[src/rtl/bongo_pkg.sv]
// bongo_pkg: FSM states and protocol constants shared by the bongo poll sequencer.
package bongo_pkg;
   typedef enum logic [2:0] {IDLE, TX_BIT, TX_STOP, RX_WAIT, RX_SAMPLE, DONE, ERR} state_t;
   localparam int CMD_BITS  = 24;
   localparam int RESP_BITS = 64;
   localparam logic [CMD_BITS-1:0] POLL_CMD = 24'h400300;
   localparam int LOW0_US   = 3;
   localparam int LOW1_US   = 1;
   localparam int BIT_US    = 4;
   localparam int STOP_US   = 1;
   localparam int SAMPLE_US = 2;
endpackage

[src/rtl/bongo_us_timer.sv]
// bongo_us_timer: microsecond prescaler plus saturating elapsed-us counter, cleared on state entry.
module bongo_us_timer #(
   parameter int CYC_PER_US = 50,
   parameter int MAX_US     = 10000,
   parameter int UW         = $clog2(MAX_US + 1)
) (
   input  logic          clk,
   input  logic          rst,
   input  logic          clr,
   output logic          us_tick,
   output logic [UW-1:0] us_cnt
);
   localparam int PW = CYC_PER_US > 1 ? $clog2(CYC_PER_US) : 1;
   logic [PW-1:0] pre_q, pre_d;
   logic [UW-1:0] us_q, us_d;
   assign us_tick = pre_q == PW'(CYC_PER_US - 1);
   assign us_cnt  = us_q;
   always_comb begin
      pre_d = (clr || us_tick) ? '0 : pre_q + 1'b1;
      us_d  = clr ? '0 : (us_tick && us_q != UW'(MAX_US)) ? us_q + 1'b1 : us_q;
   end
   always_ff @(posedge clk or negedge rst)
      if (!rst) begin
         pre_q <= '0;
         us_q  <= '0;
      end else begin
         pre_q <= pre_d;
         us_q  <= us_d;
      end
endmodule

[src/rtl/bongo_poll_sequencer.sv]
// bongo_poll_sequencer: periodic poll command / 64-bit response master for the single-wire
// bongo/GameCube link; open-drain pad control plus latched response and timeout pulses.
module bongo_poll_sequencer
   import bongo_pkg::*;
#(
   parameter int CYC_PER_US       = 50,
   parameter int POLL_INTERVAL_US = 10000,
   parameter int TIMEOUT_US       = 100
) (
   input  logic                 clk,
   input  logic                 rst,
   input  logic                 poll_en,
   input  logic                 rumble,
   input  logic                 data_in,
   output logic                 data_oe,
   output logic [RESP_BITS-1:0] resp_data,
   output logic                 resp_valid,
   output logic                 timeout_err,
   output logic                 busy
);
   localparam int MAX_US = POLL_INTERVAL_US > TIMEOUT_US ? POLL_INTERVAL_US : TIMEOUT_US;
   localparam int UW     = $clog2(MAX_US + 1);
   localparam int IW     = $clog2(CMD_BITS);
   localparam int RW     = $clog2(RESP_BITS);

   state_t               state_q, state_d;
   logic [2:0]           sync_q, sync_d;
   logic [CMD_BITS-1:0]  cmd_q, cmd_d;
   logic [IW-1:0]        bit_idx_q, bit_idx_d;
   logic [RW-1:0]        rx_cnt_q, rx_cnt_d;
   logic [RESP_BITS-1:0] sr_q, sr_d, resp_q, resp_d;
   logic                 armed_q, armed_d;
   logic                 clr, us_tick, fall;
   logic [UW-1:0]        us_cnt;

   bongo_us_timer #(.CYC_PER_US(CYC_PER_US), .MAX_US(MAX_US), .UW(UW)) u_timer (
      .clk     (clk),
      .rst     (rst),
      .clr     (clr),
      .us_tick (us_tick),
      .us_cnt  (us_cnt)
   );

   // sync_q[1] is the synchronized level, sync_q[2] its one-cycle history
   assign fall        = sync_q[2] & ~sync_q[1];
   assign resp_data   = resp_q;
   assign resp_valid  = state_q == DONE;
   assign timeout_err = state_q == ERR;
   assign busy        = state_q inside {TX_BIT, TX_STOP, RX_WAIT, RX_SAMPLE};

   always_comb begin
      state_d   = state_q;
      sync_d    = {sync_q[1:0], data_in};
      cmd_d     = cmd_q;
      bit_idx_d = bit_idx_q;
      rx_cnt_d  = rx_cnt_q;
      sr_d      = sr_q;
      resp_d    = resp_q;
      armed_d   = armed_q;
      clr       = 1'b0;
      data_oe   = 1'b0;
      case (state_q)
         IDLE:
            if (poll_en && (armed_q || us_cnt >= UW'(POLL_INTERVAL_US))) begin
               state_d   = TX_BIT;
               cmd_d     = POLL_CMD | CMD_BITS'(rumble);
               bit_idx_d = IW'(CMD_BITS - 1);
               armed_d   = 1'b0;
            end
         TX_BIT: begin
            data_oe = us_cnt < UW'(cmd_q[bit_idx_q] ? LOW1_US : LOW0_US);
            if (us_tick && us_cnt == UW'(BIT_US - 1)) begin
               clr       = 1'b1;
               state_d   = bit_idx_q == '0 ? TX_STOP : TX_BIT;
               bit_idx_d = bit_idx_q - 1'b1;
            end
         end
         TX_STOP: begin
            data_oe = 1'b1;
            if (us_tick && us_cnt == UW'(STOP_US - 1)) begin
               state_d  = RX_WAIT;
               rx_cnt_d = '0;
            end
         end
         RX_WAIT:
            state_d = fall ? RX_SAMPLE :
                      (us_tick && us_cnt == UW'(TIMEOUT_US - 1)) ? ERR : RX_WAIT;
         RX_SAMPLE:
            if (us_tick && us_cnt == UW'(SAMPLE_US - 1)) begin
               sr_d     = {sr_q[RESP_BITS-2:0], sync_q[1]};
               rx_cnt_d = rx_cnt_q + 1'b1;
               state_d  = rx_cnt_q == RW'(RESP_BITS - 1) ? DONE : RX_WAIT;
               resp_d   = rx_cnt_q == RW'(RESP_BITS - 1) ? sr_d : resp_q;
            end
         default: state_d = IDLE;
      endcase
      clr = clr | (state_d != state_q);
   end

   always_ff @(posedge clk or negedge rst)
      if (!rst) begin
         state_q   <= IDLE;
         sync_q    <= '1;
         cmd_q     <= '0;
         bit_idx_q <= '0;
         rx_cnt_q  <= '0;
         sr_q      <= '0;
         resp_q    <= '0;
         armed_q   <= 1'b1;
      end else begin
         state_q   <= state_d;
         sync_q    <= sync_d;
         cmd_q     <= cmd_d;
         bit_idx_q <= bit_idx_d;
         rx_cnt_q  <= rx_cnt_d;
         sr_q      <= sr_d;
         resp_q    <= resp_d;
         armed_q   <= armed_d;
      end
endmodule

[config.mk]
export PLATFORM = sky130hd
export DESIGN_NAME = bongo_poll_sequencer
export DESIGN_NICKNAME = d
export VERILOG_FILES = /design/src/rtl/bongo_pkg.sv /design/src/rtl/bongo_us_timer.sv /design/src/rtl/bongo_poll_sequencer.sv
export SDC_FILE = /design/constraint.sdc
export NUM_CORES = 1
export LEC_CHECK = 0
export CORE_ASPECT_RATIO = 0.8
export CORE_MARGIN = 2
export CORE_UTILIZATION = 40
export CTS_BUF_LIST = sky130_fd_sc_hd__clkbuf_4 sky130_fd_sc_hd__clkbuf_8
export DETAILED_ROUTE_END_ITERATION = 10
export DONT_BUFFER_PORTS = 1
export GPL_ROUTABILITY_DRIVEN = 0
export PLACE_DENSITY = 0.63
export SLEW_MARGIN = 10
export SYNTH_ARGS = -nofsm -noshare
export SYNTH_HDL_FRONTEND = slang
export SYNTH_SLANG_ARGS = --single-unit
[constraint.sdc]
create_clock -name clk -period 2.97 [get_ports clk]
set_input_delay 0.4455 -clock clk [delete_from_list [all_inputs] [get_ports clk]]
set_output_delay 0.4455 -clock clk [all_outputs]
set_load 0.01 [all_outputs]
Word level (Yosys, flattened, before mapping) --
Index checks and enable logic that the tools add are counted.
Storage, ports and cells: bits in read-only memories 0, bits in writable memories 0, memories kept 0, bits in latches 0, register bits after elaboration 167, input bits 5
Operators by class: equal/unequal tests 17, div/mod/pow operators 0, $mul 0, bitwise logic cells 3, shifts and indexed selects 0, add/subtract/negate cells 4, reductions and logical operators 20, order comparisons 3, muxes and demuxes 24
Operators with widths (number):
- two-way mux 14 bit | 2
- two-way mux 3 bit | 7
- two-way mux 6 bit | 3
- one-hot mux 3 bit (5 select lines) | 1
- adder 14 x 1 -> 14 bit, second input constant | 1
- == test 14 x 1 -> 1 bit, second input constant | 1
- == test 14 x 2 -> 1 bit, second input constant | 1
- == test 14 x 7 -> 1 bit, second input constant | 1
- greater-or-equal comparator 14 bit, second input constant | 1
- logical NOT 14 bit | 1
- less-than comparator 14 x 2 -> 1 bit | 1
- != test 14 bit, second input constant | 1
- adder 6 x 1 -> 6 bit, second input constant | 2
- == test 6 bit, second input constant | 2
- one-hot mux 6 bit (2 select lines) | 1
- two-way mux 5 bit | 2
- one-hot mux 5 bit (2 select lines) | 1
- == test 3 bit, second input constant | 3
- AND reduction 3 bit | 3
- == test 3 x 2 -> 1 bit, second input constant | 2
- logical AND 1 bit | 6
- less-than comparator 5 x 6 -> 1 bit, second input constant | 1
- != test 2 x 1 -> 1 bit, second input constant | 3
- nonzero test 2 bit | 3
- other kinds (16) | 21

Logic depth before layout (Yosys ltp) --
depth in word-level cells 9, mapped depth 9

By module --
Synthesis repeated with hierarchy kept, for this count alone.
Unflattened totals: cell total of the unflattened synthesis 524, area, all modules 7195.7 sq um
Modules (own cells, without submodules):
- bongo_poll_sequencer | instances 1, area each 6040.8 sq um, cells each 407
- bongo_us_timer | instances 1, area each 1154.9 sq um, cells each 117

Worst setup path after synthesis --
OpenSTA, ideal clock, no wires.
kind register -> register, start point register u_timer.pre_q[1], end point register resp_q[11] (netlist: resp_data[11]), cell stages (with the launch flop) 9, arrival 2123 ps, setup slack 722 ps, cell sequence dfrtp_1 -> inv_1 -> ha_1 -> or3b_4 -> nor4_4 -> nand2_1 -> nor2_8 -> buf_6 -> mux2_2
On the way: longest elaborated chain between the ends 3
RTL lines:
- start: declaration | RTL line bongo_us_timer.sv:14 | logic [PW-1:0] pre_q, pre_d;
- start signal: assignment | RTL line bongo_us_timer.sv:27 | pre_q <= pre_d;
- == test 6 bit | RTL line bongo_us_timer.sv:16 | assign us_tick = pre_q == PW'(CYC_PER_US - 1);
- logical AND 1 bit | RTL line bongo_poll_sequencer.sv:89 | if (us_tick && us_cnt == UW'(SAMPLE_US - 1)) begin
- AND reduction 3 bit (no source line)
- end signal: assignment | RTL line bongo_poll_sequencer.sv:117 | resp_q <= resp_d;
- end: declaration | RTL line bongo_poll_sequencer.sv:31 | logic [RESP_BITS-1:0] sr_q, sr_d, resp_q, resp_d;
No other way between the ends. A chain may end at the register's enable or synchronous reset.

Worst setup path after layout --
start point register bit_idx_q[3], end point output data_oe
On the way: longest elaborated chain between the ends 5
RTL lines:
- start: declaration | RTL line bongo_poll_sequencer.sv:29 | logic [IW-1:0] bit_idx_q, bit_idx_d;
- start signal: assignment | RTL line bongo_poll_sequencer.sv:114 | bit_idx_q <= bit_idx_d;
- binary-select mux 1 bit (select 5 bit) | RTL line bongo_poll_sequencer.sv:71 | data_oe = us_cnt < UW'(cmd_q[bit_idx_q] ? LOW1_US : LOW0_US);
- two-way mux 1 bit (implied by the code) | RTL line bongo_poll_sequencer.sv:71
- two-way mux 2 bit | RTL line bongo_poll_sequencer.sv:71
- less-than comparator 14 x 2 -> 1 bit | RTL line bongo_poll_sequencer.sv:71
- one-hot mux 1 bit (2 select lines) | RTL line bongo_poll_sequencer.sv:62 | case (state_q)
- end: declaration | RTL line bongo_poll_sequencer.sv:15 | output logic data_oe,
No other way between the ends. The select of a mux whose other input is x is not followed.

==> flow_metrics.py <==
metrics = {
    "drt": {
        "drt_iter0_markers": 320,
        "drtAntennaViolNets": 0,
        "via_count": 4436,
        "wl_per_cell_um": 15.4,
        "via_per_inst": 5.03,
        "drc": 0,
        "drtPass1Iterations": 4,
        "routed_wirelength_um": 13600,
    },
    "final_layout": {
        "layoutNonFillerInstCount": 882,
        "fin_nets": 658,
        "final_area_um2": 7700,
        "num_antenna_cells": 0,
        "drive_gt1_share_pct": 17.8,
        "area_growth_syn_to_layout_pct": 8.21,
        "fin_util_pct": 44.3,
    },
    "synthesis": {
        "yosysSeqAreaShare_pct": 58.8,
        "yosys_warnings": 0,
        "synthCells": 645,
        "synth_top_cell_by_area": "dfrtp_1",
        "syn_area_um2": 7120,
        "syn_avg_cell_area_um2": 11.0,
        "syn_nets": 659,
        "synth_area_leaders": "dfrtp_1 57%, nand2_1 11%, mux2_2 9.0%, ha_1 1.6%, dfstp_2 1.5%",
        "synth_edf_count": 0,
        "ys_async_sr_fraction_pct": 100,
        "synth.distinct_cells": 53,
        "yosysTopAreaCellShare_pct": 57.3,
        "synth-main-ff-cell": "dfrtp_1",
        "synth-seq-cells": 167,
    },
    "clocking": {
        "clk_pin_slew_worst_paths_ns": 0.09,
        "cts_buffers": 17,
        "cts_buffer_depth": 2,
        "htree_levels": 4,
        "ctsHoldBuffers": 1,
        "cts.sinks": 167,
        "root_buffer": "clkbuf_8",
        "worstSkewPairLatency_ns": 0.45,
        "cts_tree": "yes",
    },
    "global_routing": {
        "grt_pass1_vias": 4527,
        "gr-total-overflow": 0,
        "grt_pass1_wl_um": 22900,
        "grt_util_all_layers_pct": 15.2,
        "grt_start_max_net_pins": 168,
        "grt_antenna_before_repair": 0,
    },
    "timing": {
        "min_period_ns": 2.79,
        "rsz0062_at_grt": "no",
        "finalCritPeriodShare_pct": 94.0,
        "max_freq_mhz": 358,
        "finalWorstSetupSlack_ns": 0.177,
        "setup_viol": 0,
        "finalMaxSlewViolations": 0,
        "whs_ns": -0.316,
        "finalHoldViolations": 167,
        "timing.slew.headroom_pct": 34.5,
        "fin_tns_setup_ns": 0,
        "worstMarginPinSlew_ns": 0.978,
        "clock_skew_ns": 0.0148,
    },
    "setup_path": {
        "setup.worst_path.end_class": "output port",
        "worstPathArrival_ns": 2.35,
        "criticalPathCategory": "reg2out",
        "required_ns": 2.52,
        "crit_fanout": 7,
        "cp-start-kind": "flip-flop",
    },
    "floorplan": {
        "die_h_um": 123,
        "start_util_pct": 41.0,
        "core_um2": 17400,
        "rows": 43,
        "pin_count": 73,
        "fp.dieW_um": 153,
        "die-area_um2": 18900,
    },
    "place": {
        "io_buffers": 0,
        "dp_hpwl_um": 8680,
        "place_area_um2": 7310,
        "pre_cts_ws_ns": 0.421,
        "dp_cells": 849,
    },
    "pwr": {
        "powerDensity_nw_per_um2": 491,
        "leakage_nw": 3.92,
        "irDropWorstVdd_mv": 0.275,
        "total_power_mw": 3.78,
    },
    "worst_hold_path": {
        "hp-class": "in2async",
    },
    "job": {
        "max_cap_viol_count": 0,
    },
    "outcome": {
        "run_status": "finished with violations",
        "violations": "hold timing",
    },
}
-- flip-flops by register name, summed over array words and instances (netlist names) --
signal,flops
cmd_q,2
state_q,3
bit_idx_q,5
sr_q,63
u_timer.pre_q,6
resp_data,64
rx_cnt_q,6
sync_q,3
u_timer.us_cnt,14
armed_q,1
-- logic make-up after synthesis --
logic type                 count (synthesis)  synth area share, %
adders and majority gates                  9                 1.58
buffers and inverters                     36                 2.87
xor gates and xnor gates                  22                 2.71
muxes                                     66                 10.4
and+or+nand+nor                          318                 20.6
AOI/OAI and AO/OA                         27                 3.06
DFF                                      167                 58.8
-- repair_timing --
| action | CTS | global route |
|---|---|---|
| gates resized for setup | 0 | 2 |
| setup buffers | 0 | 0 |
| setup endpoints to repair | 0 | 1 |
| endpoints found under the hold margin | 168 | 167 |
-- layer usage --
metal / share of wire (%) / track usage [%] / wire length, um / vias to the layer above
li1: - / - / - / 2153
met1: 47 / 20.2 / 6350 / 2194
met2: 47 / 23.5 / 6390 / 82
met3: 5.3 / 5.05 / 725 / 7
met4: 0.77 / 5.15 / 104 / 0
met5: 0 / 0 / 0 / -
-- cell usage after synthesis (3+ instances only) --
| cell type | number |
|---|---|
| nor2b_1 | 4 |
| ha_1 | 9 |
| and2_1 | 6 |
| dfrtp_1 | 163 |
| mux2_2 | 57 |
| and4_1 | 3 |
| dfstp_2 | 4 |
| nor2_1 | 25 |
| nand4_1 | 9 |
| o31ai_1 | 3 |
| and3_1 | 8 |
| a21oi_1 | 6 |
| nand2_1 | 207 |
| xnor2_1 | 11 |
| buf_2 | 10 |
| xor2_1 | 11 |
| clkbuf_1 | 9 |
| o21ai_0 | 3 |
| nand2b_1 | 3 |
| buf_6 | 7 |
| nand3_1 | 19 |
| nor3_1 | 16 |
| mux2_1 | 9 |
| inv_1 | 9 |
-- cells in the final DEF, fill, tap and decap left out, types with 2 or more instances in the layout --
cell type	n
o21ai_0	3
mux2_2	57
a21oi_1	6
and3_1	8
nor3_1	16
dfrtp_1	163
inv_1	9
inv_6	2
or4_1	2
xnor2_1	11
nand2_1	206
clkbuf_8	19
and4_1	3
ha_1	9
and2_1	5
nor2b_1	4
dfstp_2	4
a22oi_1	2
clkbuf_4	2
clkinv_2	2
xor2_1	11
buf_12	3
nand2b_1	3
a31oi_1	2
mux2_1	9
nor4_4	2
nand4_1	9
clkinv_4	5
buf_4	3
o31ai_1	3
nor2_1	24
nand3_1	19
-- cell type report --
| cell class | count | area (um2) |
|---|---|---|
| timing repair buffer | 7 | 92.6 |
| tap | 225 | 282 |
| fill | 1595 | 9680 |
| sequential | 167 | 4180 |
| inverter | 9 | 33.8 |
| multi-input combinational | 442 | 2740 |
| clock buffer | 21 | 277 |
| clock inverter | 11 | 90.1 |
-- where the power goes --
group          switching, mW  internal, mW  total (mW)
Sequential           0.00119          2.28        2.28
Clock                  0.847         0.656        1.50
Combinational        0.00101       0.00127     0.00229
-- path summary, 6_finish.rpt --
check | from | end | slack (ns) | cells past startpoint
setup / recovery | bit_idx_q[3] | data_oe | 0.18 | 7
hold / removal | rst | sr_q[7] | -0.32 | 0
setup reg to reg | u_timer.pre_q[1] | resp_data[1] | 0.44 | 8
hold reg to reg | sync_q[0] | sync_q[1] | 0.36 | 0
max in group asynchronous | rst | rx_cnt_q[0] | 3.01 | 0
min in group clk | rumble | cmd_q[0] | 0.15 | 1
-- worst max-delay path, stage by stage, from the launching register on --
cell       delay, ns
dfrtp_1         0.45
nor2_1          0.14
a22oi_1         0.08
o41ai_2         0.27
ha_1            0.29
a2111oi_0       0.38
a21oi_1         0.15
nor2_2          0.15
No activity file was read; power rests on OpenSTA's default activity.
